**src/rtl/rr_arb_1hot.sv**
```systemverilog
// -----------------------------------------------------------------------------
// rr_arb_1hot
//
// Round-robin arbiter with a registered one-hot grant. It sits directly in
// front of a one-hot datapath mux: gnt is the mux select, so it is only ever
// zero or exactly one-hot. Multi-beat transfers are supported: with LOCK=1 the
// grant is held until the consumer acks the granted requester's last beat.
//
// Parameters
//   N     number of requesters (2..32)
//   LOCK  1: hold grant until ack with req_last[g]; 0: release on every ack
//   IW    width of gnt_idx, $clog2(N)
//
// Ports
//   clk        rising-edge clock
//   rst        synchronous reset, active-high
//   req        per-requester request level
//   req_last   per-requester last-beat flag, only the granted bit is used
//   ack        consumer accepted one beat from the granted source
//   gnt        registered one-hot grant (or zero), mux select
//   gnt_valid  |gnt
//   gnt_idx    binary index of the granted requester, 0 when idle
//   busy       high while a grant is held
// -----------------------------------------------------------------------------
module rr_arb_1hot #(
    parameter int N    = 8,
    parameter bit LOCK = 1'b1,
    parameter int IW   = $clog2(N)
) (
    input  logic          clk,
    input  logic          rst,
    input  logic [N-1:0]  req,
    input  logic [N-1:0]  req_last,
    input  logic          ack,
    output logic [N-1:0]  gnt,
    output logic          gnt_valid,
    output logic [IW-1:0] gnt_idx,
    output logic          busy
);

    localparam logic [0:0] ST_IDLE  = 1'b0;
    localparam logic [0:0] ST_GRANT = 1'b1;

    logic [0:0]    state_q,   state_d;
    logic [IW-1:0] ptr_q,     ptr_d;
    logic [N-1:0]  gnt_q,     gnt_d;
    logic [IW-1:0] gnt_idx_q, gnt_idx_d;

    // Grant-termination terms, all evaluated against the current grant index.
    logic          release_w;
    logic          abort_w;
    logic          end_w;
    logic [IW-1:0] next_ptr;

    // Search start: in GRANT the search for the successor already uses the
    // post-release pointer so a new grant loads without an idle bubble.
    logic [IW-1:0] base;
    logic          win_found;
    logic [IW-1:0] win_idx;
    logic [IW:0]   sum;
    logic [IW-1:0] idx;

    always_comb begin
        release_w = ack && (!LOCK || req_last[gnt_idx_q]);
        abort_w   = !req[gnt_idx_q];
        end_w     = (state_q == ST_GRANT) && (release_w || abort_w);
        next_ptr  = (gnt_idx_q == IW'(N - 1)) ? '0 : gnt_idx_q + 1'b1;
        base      = (state_q == ST_GRANT) ? next_ptr : ptr_q;
    end

    // First set request in the circular order base, base+1, ..., base-1.
    // The released requester sits last in that order, so it is re-granted
    // only when nobody else is asking.
    always_comb begin
        // NOTE: every variable assigned in a combinational block gets a default
        // first, otherwise paths that skip the assignment infer a latch.
        win_found = 1'b0;
        win_idx   = '0;
        sum       = '0;
        idx       = '0;
        for (int k = 0; k < N; k++) begin
            sum = {1'b0, base} + (IW + 1)'(k);
            if (sum >= (IW + 1)'(N)) begin
                sum = sum - (IW + 1)'(N);
            end
            idx = sum[IW-1:0];
            if (!win_found && req[idx]) begin
                win_found = 1'b1;
                win_idx   = idx;
            end
        end
    end

    always_comb begin
        state_d   = state_q;
        ptr_d     = ptr_q;
        gnt_d     = gnt_q;
        gnt_idx_d = gnt_idx_q;

        case (state_q)
            ST_IDLE: begin
                if (win_found) begin
                    gnt_d          = '0;
                    gnt_d[win_idx] = 1'b1;
                    gnt_idx_d      = win_idx;
                    state_d        = ST_GRANT;
                end
            end
            ST_GRANT: begin
                // Release and abort share one path: ack in the same cycle as
                // an abort is simply one release. Without either, the grant
                // is held and other requests cannot preempt it.
                if (end_w) begin
                    ptr_d = next_ptr;
                    if (win_found) begin
                        gnt_d          = '0;
                        gnt_d[win_idx] = 1'b1;
                        gnt_idx_d      = win_idx;
                    end else begin
                        gnt_d     = '0;
                        gnt_idx_d = '0;
                        state_d   = ST_IDLE;
                    end
                end
            end
            default: begin
                gnt_d     = '0;
                gnt_idx_d = '0;
                state_d   = ST_IDLE;
            end
        endcase
    end

    // NOTE: reset is synchronous here; rst is only looked at on the clock edge,
    // so an in-flight grant drops on the next edge with no release handshake.
    always_ff @(posedge clk) begin
        if (rst) begin
            state_q   <= ST_IDLE;
            ptr_q     <= '0;
            gnt_q     <= '0;
            gnt_idx_q <= '0;
        end else begin
            // NOTE: state updates use non-blocking assignment so every flop
            // samples the pre-edge values regardless of statement order.
            state_q   <= state_d;
            ptr_q     <= ptr_d;
            gnt_q     <= gnt_d;
            gnt_idx_q <= gnt_idx_d;
        end
    end

    assign gnt       = gnt_q;
    assign gnt_valid = |gnt_q;
    assign gnt_idx   = gnt_idx_q;
    assign busy      = (state_q == ST_GRANT);

endmodule

```
**config.mk**
```make
export PLATFORM = sky130hd
export DESIGN_NAME = rr_arb_1hot
export DESIGN_NICKNAME = d
export VERILOG_FILES = /design/src/rtl/rr_arb_1hot.sv
export SDC_FILE = /design/constraint.sdc
export NUM_CORES = 1
export LEC_CHECK = 0
export BUFFER_PORTS_ARGS = -buffer_cell sky130_fd_sc_hd__buf_2
export CAP_MARGIN = 20
export CORE_UTILIZATION = 61
export CTS_CLUSTER_DIAMETER = 30
export DETAILED_ROUTE_END_ITERATION = 16
export GPL_TIMING_DRIVEN = 0
export PLACE_DENSITY_LB_ADDON = 0.25
export SLEW_MARGIN = 10
export SYNTH_ARGS = -nofsm -noshare
export SYNTH_HDL_FRONTEND = slang
export SYNTH_SLANG_ARGS = --single-unit
```
**constraint.sdc**
```tcl
create_clock -name clk -period 5.3 [get_ports clk]
set_input_delay 0.53 -clock clk [delete_from_list [all_inputs] [get_ports clk]]
set_output_delay 0.53 -clock clk [all_outputs]
set_load 0.02 [all_outputs]
```
==> metrics.csv <==
stage;metric;value;unit
outcome;status;finished, final reports clean;
logic_synthesis;Synth area leaders;dfxtp_1 (16%), mux4_2 (13%), mux2i_1 (9.0%), nand3_1 (4.0%), mux2_2 (3.6%);
critical_path;required time of the worst setup path;5480;ps
logic_synthesis;Yosys reg bits;15;
pwr;maximum vdd ir drop;0.400;mV
sta;TNS Setup;0;ps
floorplanning;Chip Height;57.6;um
logic_synthesis;Async SR Flop Fraction;0;%
grt;GRT overflow;0;
clocking;clk sinks;15;
sta;fin. max-slew vios;0;
floorplanning;Initial Util;66.1;%
final_layout;area growth from synthesis to layout;11.7;%
placed_design;Area after DPL;0.00208;mm2
clocking;CTS buffer count;3;
floorplanning;I/O pin count;32;
logic_synthesis;post-synth net total;236;
critical_path;Setup crit end kind;register;
floorplanning;DIE AREA;0.00332;mm2
grt;GRT Resource Usage Total;30.5;%
worst_hold_path;hold crit path type;reg2reg;
pwr;clock share of power;4.7;%
drt;final wirelength;4.58;mm
clocking;Root Driver;clkbuf_4;
pwr;Net Sw Power;0.000703;W
pwr;combinational share of power;82.1;%
sta;fmax;0.222;GHz
pwr;Pint;0.000641;W
grt;initial antenna violation count;0;
drt;Avg WL per Cell;16.4;um
sta;setup violators final;0;
logic_synthesis;ys flop type;dfxtp_1;
final_layout;share of layout cells above drive strength 1;28.6;%
critical_path;Setup crit start kind;register;
sta;final period utilization;85.0;%
placed_design;IO Port Bufs;31;
critical_path;critical path type;reg2reg;
clocking;# Post-CTS Setup Buffers;0;
logic_synthesis;Synth cell types;60;
critical_path;arrival time worst endpoint;4680;ps
sta;final hold vios;0;
pwr;PwrDens;638;mW/mm2
drt;initial DRC count;134;
sta;clock skew;0.533;ps
final_layout;Design Area, Final;0.00211;mm2
drt;DR vias;1816;
floorplanning;row cnt;19;
pwr;leakage power;0.901;nW
placed_design;GP Congestion;0.881;
logic_synthesis;Yosys warning total;0;
grt;number of global-route vias before repair;1865;
logic_synthesis;Yosys top cell area share;15.9;%
final_layout;total inserted antenna cells;0;
placed_design;Post-DP HPWL;3.61;mm
critical_path;Worst path max stage delay;520;ps
pwr;Reg power frac;13.3;%
clocking;Clock transition at path regs;80;ps
critical_path;largest fanout on the critical path;10;
pwr;Power Total;0.00134;W
logic_synthesis;EDFF count, synth;0;
drt;drt first pass iters;4;
logic_synthesis;Gate Count Post-Synth;213;
clocking;CTS tree;done;
sta;RSZ-0062 raised after global routing;false;
clocking;Clock Latency Late Sink;280;ps
floorplanning;core area;0.00285;mm2
final_layout;Layout Nets;272;
sta;Hold Slack;470;ps
critical_path;cell repeated most along the worst path;clkbuf_1;
sta;Worst Tran Pin Value;584;ps
drt;Routed Antenna Nets;0;
grt;largest net degree at the start of global routing;11;
logic_synthesis;area leader, netlist;dfxtp_1;
job;max-cap viol count;0;
clocking;H-tree Lvls;1;
critical_path;Crit-path slowest cell;dfxtp_1;
pwr;switching part of the total power;52.3;%
critical_path;worst path cell trace;ha_1, mux2i_1, clkbuf_1, ha_1, clkbuf_1, nand2_1, o2111ai_2, nand4_2, nor3_1, a21o_1, clkbuf_1, nor3b_1, a32o_1;
logic_synthesis;sequential area share after synthesis;15.9;%
grt;first-pass GRT wire length;8.05;mm
drt;DRC;0;
drt;vias per std cell;6.51;
floorplanning;Die X;57.6;um
clocking;clk buf depth;2;
sta;Rel. slew slack;61.0;%
logic_synthesis;synthesized area;0.00189;mm2
clocking;cts repair resizes;0;
logic_synthesis;post-synthesis area per instance;8.86;um2
clocking;cts hold-fix bufs;0;
sta;Period minus WS final;4500;ps
synth_stat cells (all sizes together), types with 2 or more instances:
cell    count
mux2i      21
nand2      17
dfxtp      15
nand3      15
inv        13
nor2       13
mux4       11
a21oi      10
o21ai      10
and2        7
mux2        7
a32o        5
clkbuf      5
buf         4
ha          4
nand2b      4
nand4       4
o32ai       4
a22oi       3
nor3        3
or3         3
xnor2       3
a211oi      2
a31o        2
nor3b       2
nor4        2
o211ai      2
o21a        2
or2         2
or3b        2
logic make-up after synthesis:
kind of cell / Yosys count / share of synthesized area [%]
AO/OA/AOI/OAI: 51 / 19.8
XOR/XNOR: 3 / 2.19
multiplexers: 39 / 30.8
flip-flops: 15 / 15.9
buffers and inverters: 22 / 5.77
adder cells (fa/ha/maj): 4 / 2.65
AND/OR/NAND/NOR: 79 / 22.9
state kept, by name, summed over array words and instances, names as in the netlist:
name and flops:
busy 1, gnt 8, gnt_idx 3, ptr_q 3
layout by cell type, fill, tap and decap left out, drive strengths merged, types with 3 or more instances in the layout:
cell type | Yosys | final
buf | 4 | 35
mux2i | 21 | 21
nand2 | 17 | 17
nand3 | 15 | 15
dfxtp | 15 | 15
nor2 | 13 | 13
inv | 13 | 13
mux4 | 11 | 11
a21oi | 10 | 10
o21ai | 10 | 10
clkbuf | 5 | 9
mux2 | 7 | 7
and2 | 7 | 7
a32o | 5 | 5
nand2b | 4 | 4
o32ai | 4 | 4
ha | 4 | 4
nand4 | 4 | 4
or3 | 3 | 3
nor3 | 3 | 3
xnor2 | 3 | 3
a22oi | 3 | 3
worst paths after layout:
path	slack (ps)	cells after the start	from	endpoint
worst min-delay path	470	2	ptr_q[0]	ptr_q[0]
worst max-delay path	800	13	gnt_idx[1]	gnt[7]
worst max register to register	800	13	gnt_idx[1]	gnt[7]
worst min register to register	470	2	ptr_q[0]	ptr_q[0]
through the flow:
stage / std cells / setup WS (ps) / utilization (%)
detailed placement: 275 / 825 / 72.9
CTS: 279 / 777 / 73.9
global route: 279 / 407 / 73.9
floorplan: 213 / 1590 / -
global placement: 275 / 876 / 72.9
finish: 279 / 796 / 73.9
power by group through the flow:
stage	registers (W)	clock network [W]	logic, W
CTS	0.000178	0.0000635	0.00110
finish	0.000178	0.0000627	0.00110
global placement	0.000180	0	0.00107
detailed placement	0.000180	0	0.00109
global route	0.000183	0.0000671	0.00121
floorplan	0.000209	0	0.000835
routing by layer:
| layer | share of wire (%) | vias up | GRT usage, % | wire, um |
|---|---|---|---|---|
| li1 | - | 888 | - | - |
| met2 | 49 | 62 | 53.0 | 2240 |
| met4 | 2.2 | 0 | 13.2 | 101 |
| met1 | 44 | 855 | 39.4 | 1990 |
| met3 | 5.4 | 11 | 1.79 | 248 |
| met5 | 0 | - | 0 | 0 |
area by class of cell:
class	instances	area, um2
Sequential cell	15	300
Fill cell	223	746
Tap cell	31	38.8
Buffer	9	60.1
Multi-Input combinational cell	176	1480
Inverter	13	48.8
Timing Repair Buffer	31	155
Clock buffer	4	26.3
worst max-delay path: cells and delay by family (launching register included):
kind	cells	cell delay, ps
buffers and inverters	3	1170
AO/OA/AOI/OAI	3	850
AND/OR/NAND/NOR	4	890
multiplexers	1	420
flip-flops	1	520
adder cells (fa/ha/maj)	2	560
No activity file was read; power rests on OpenSTA's default activity.
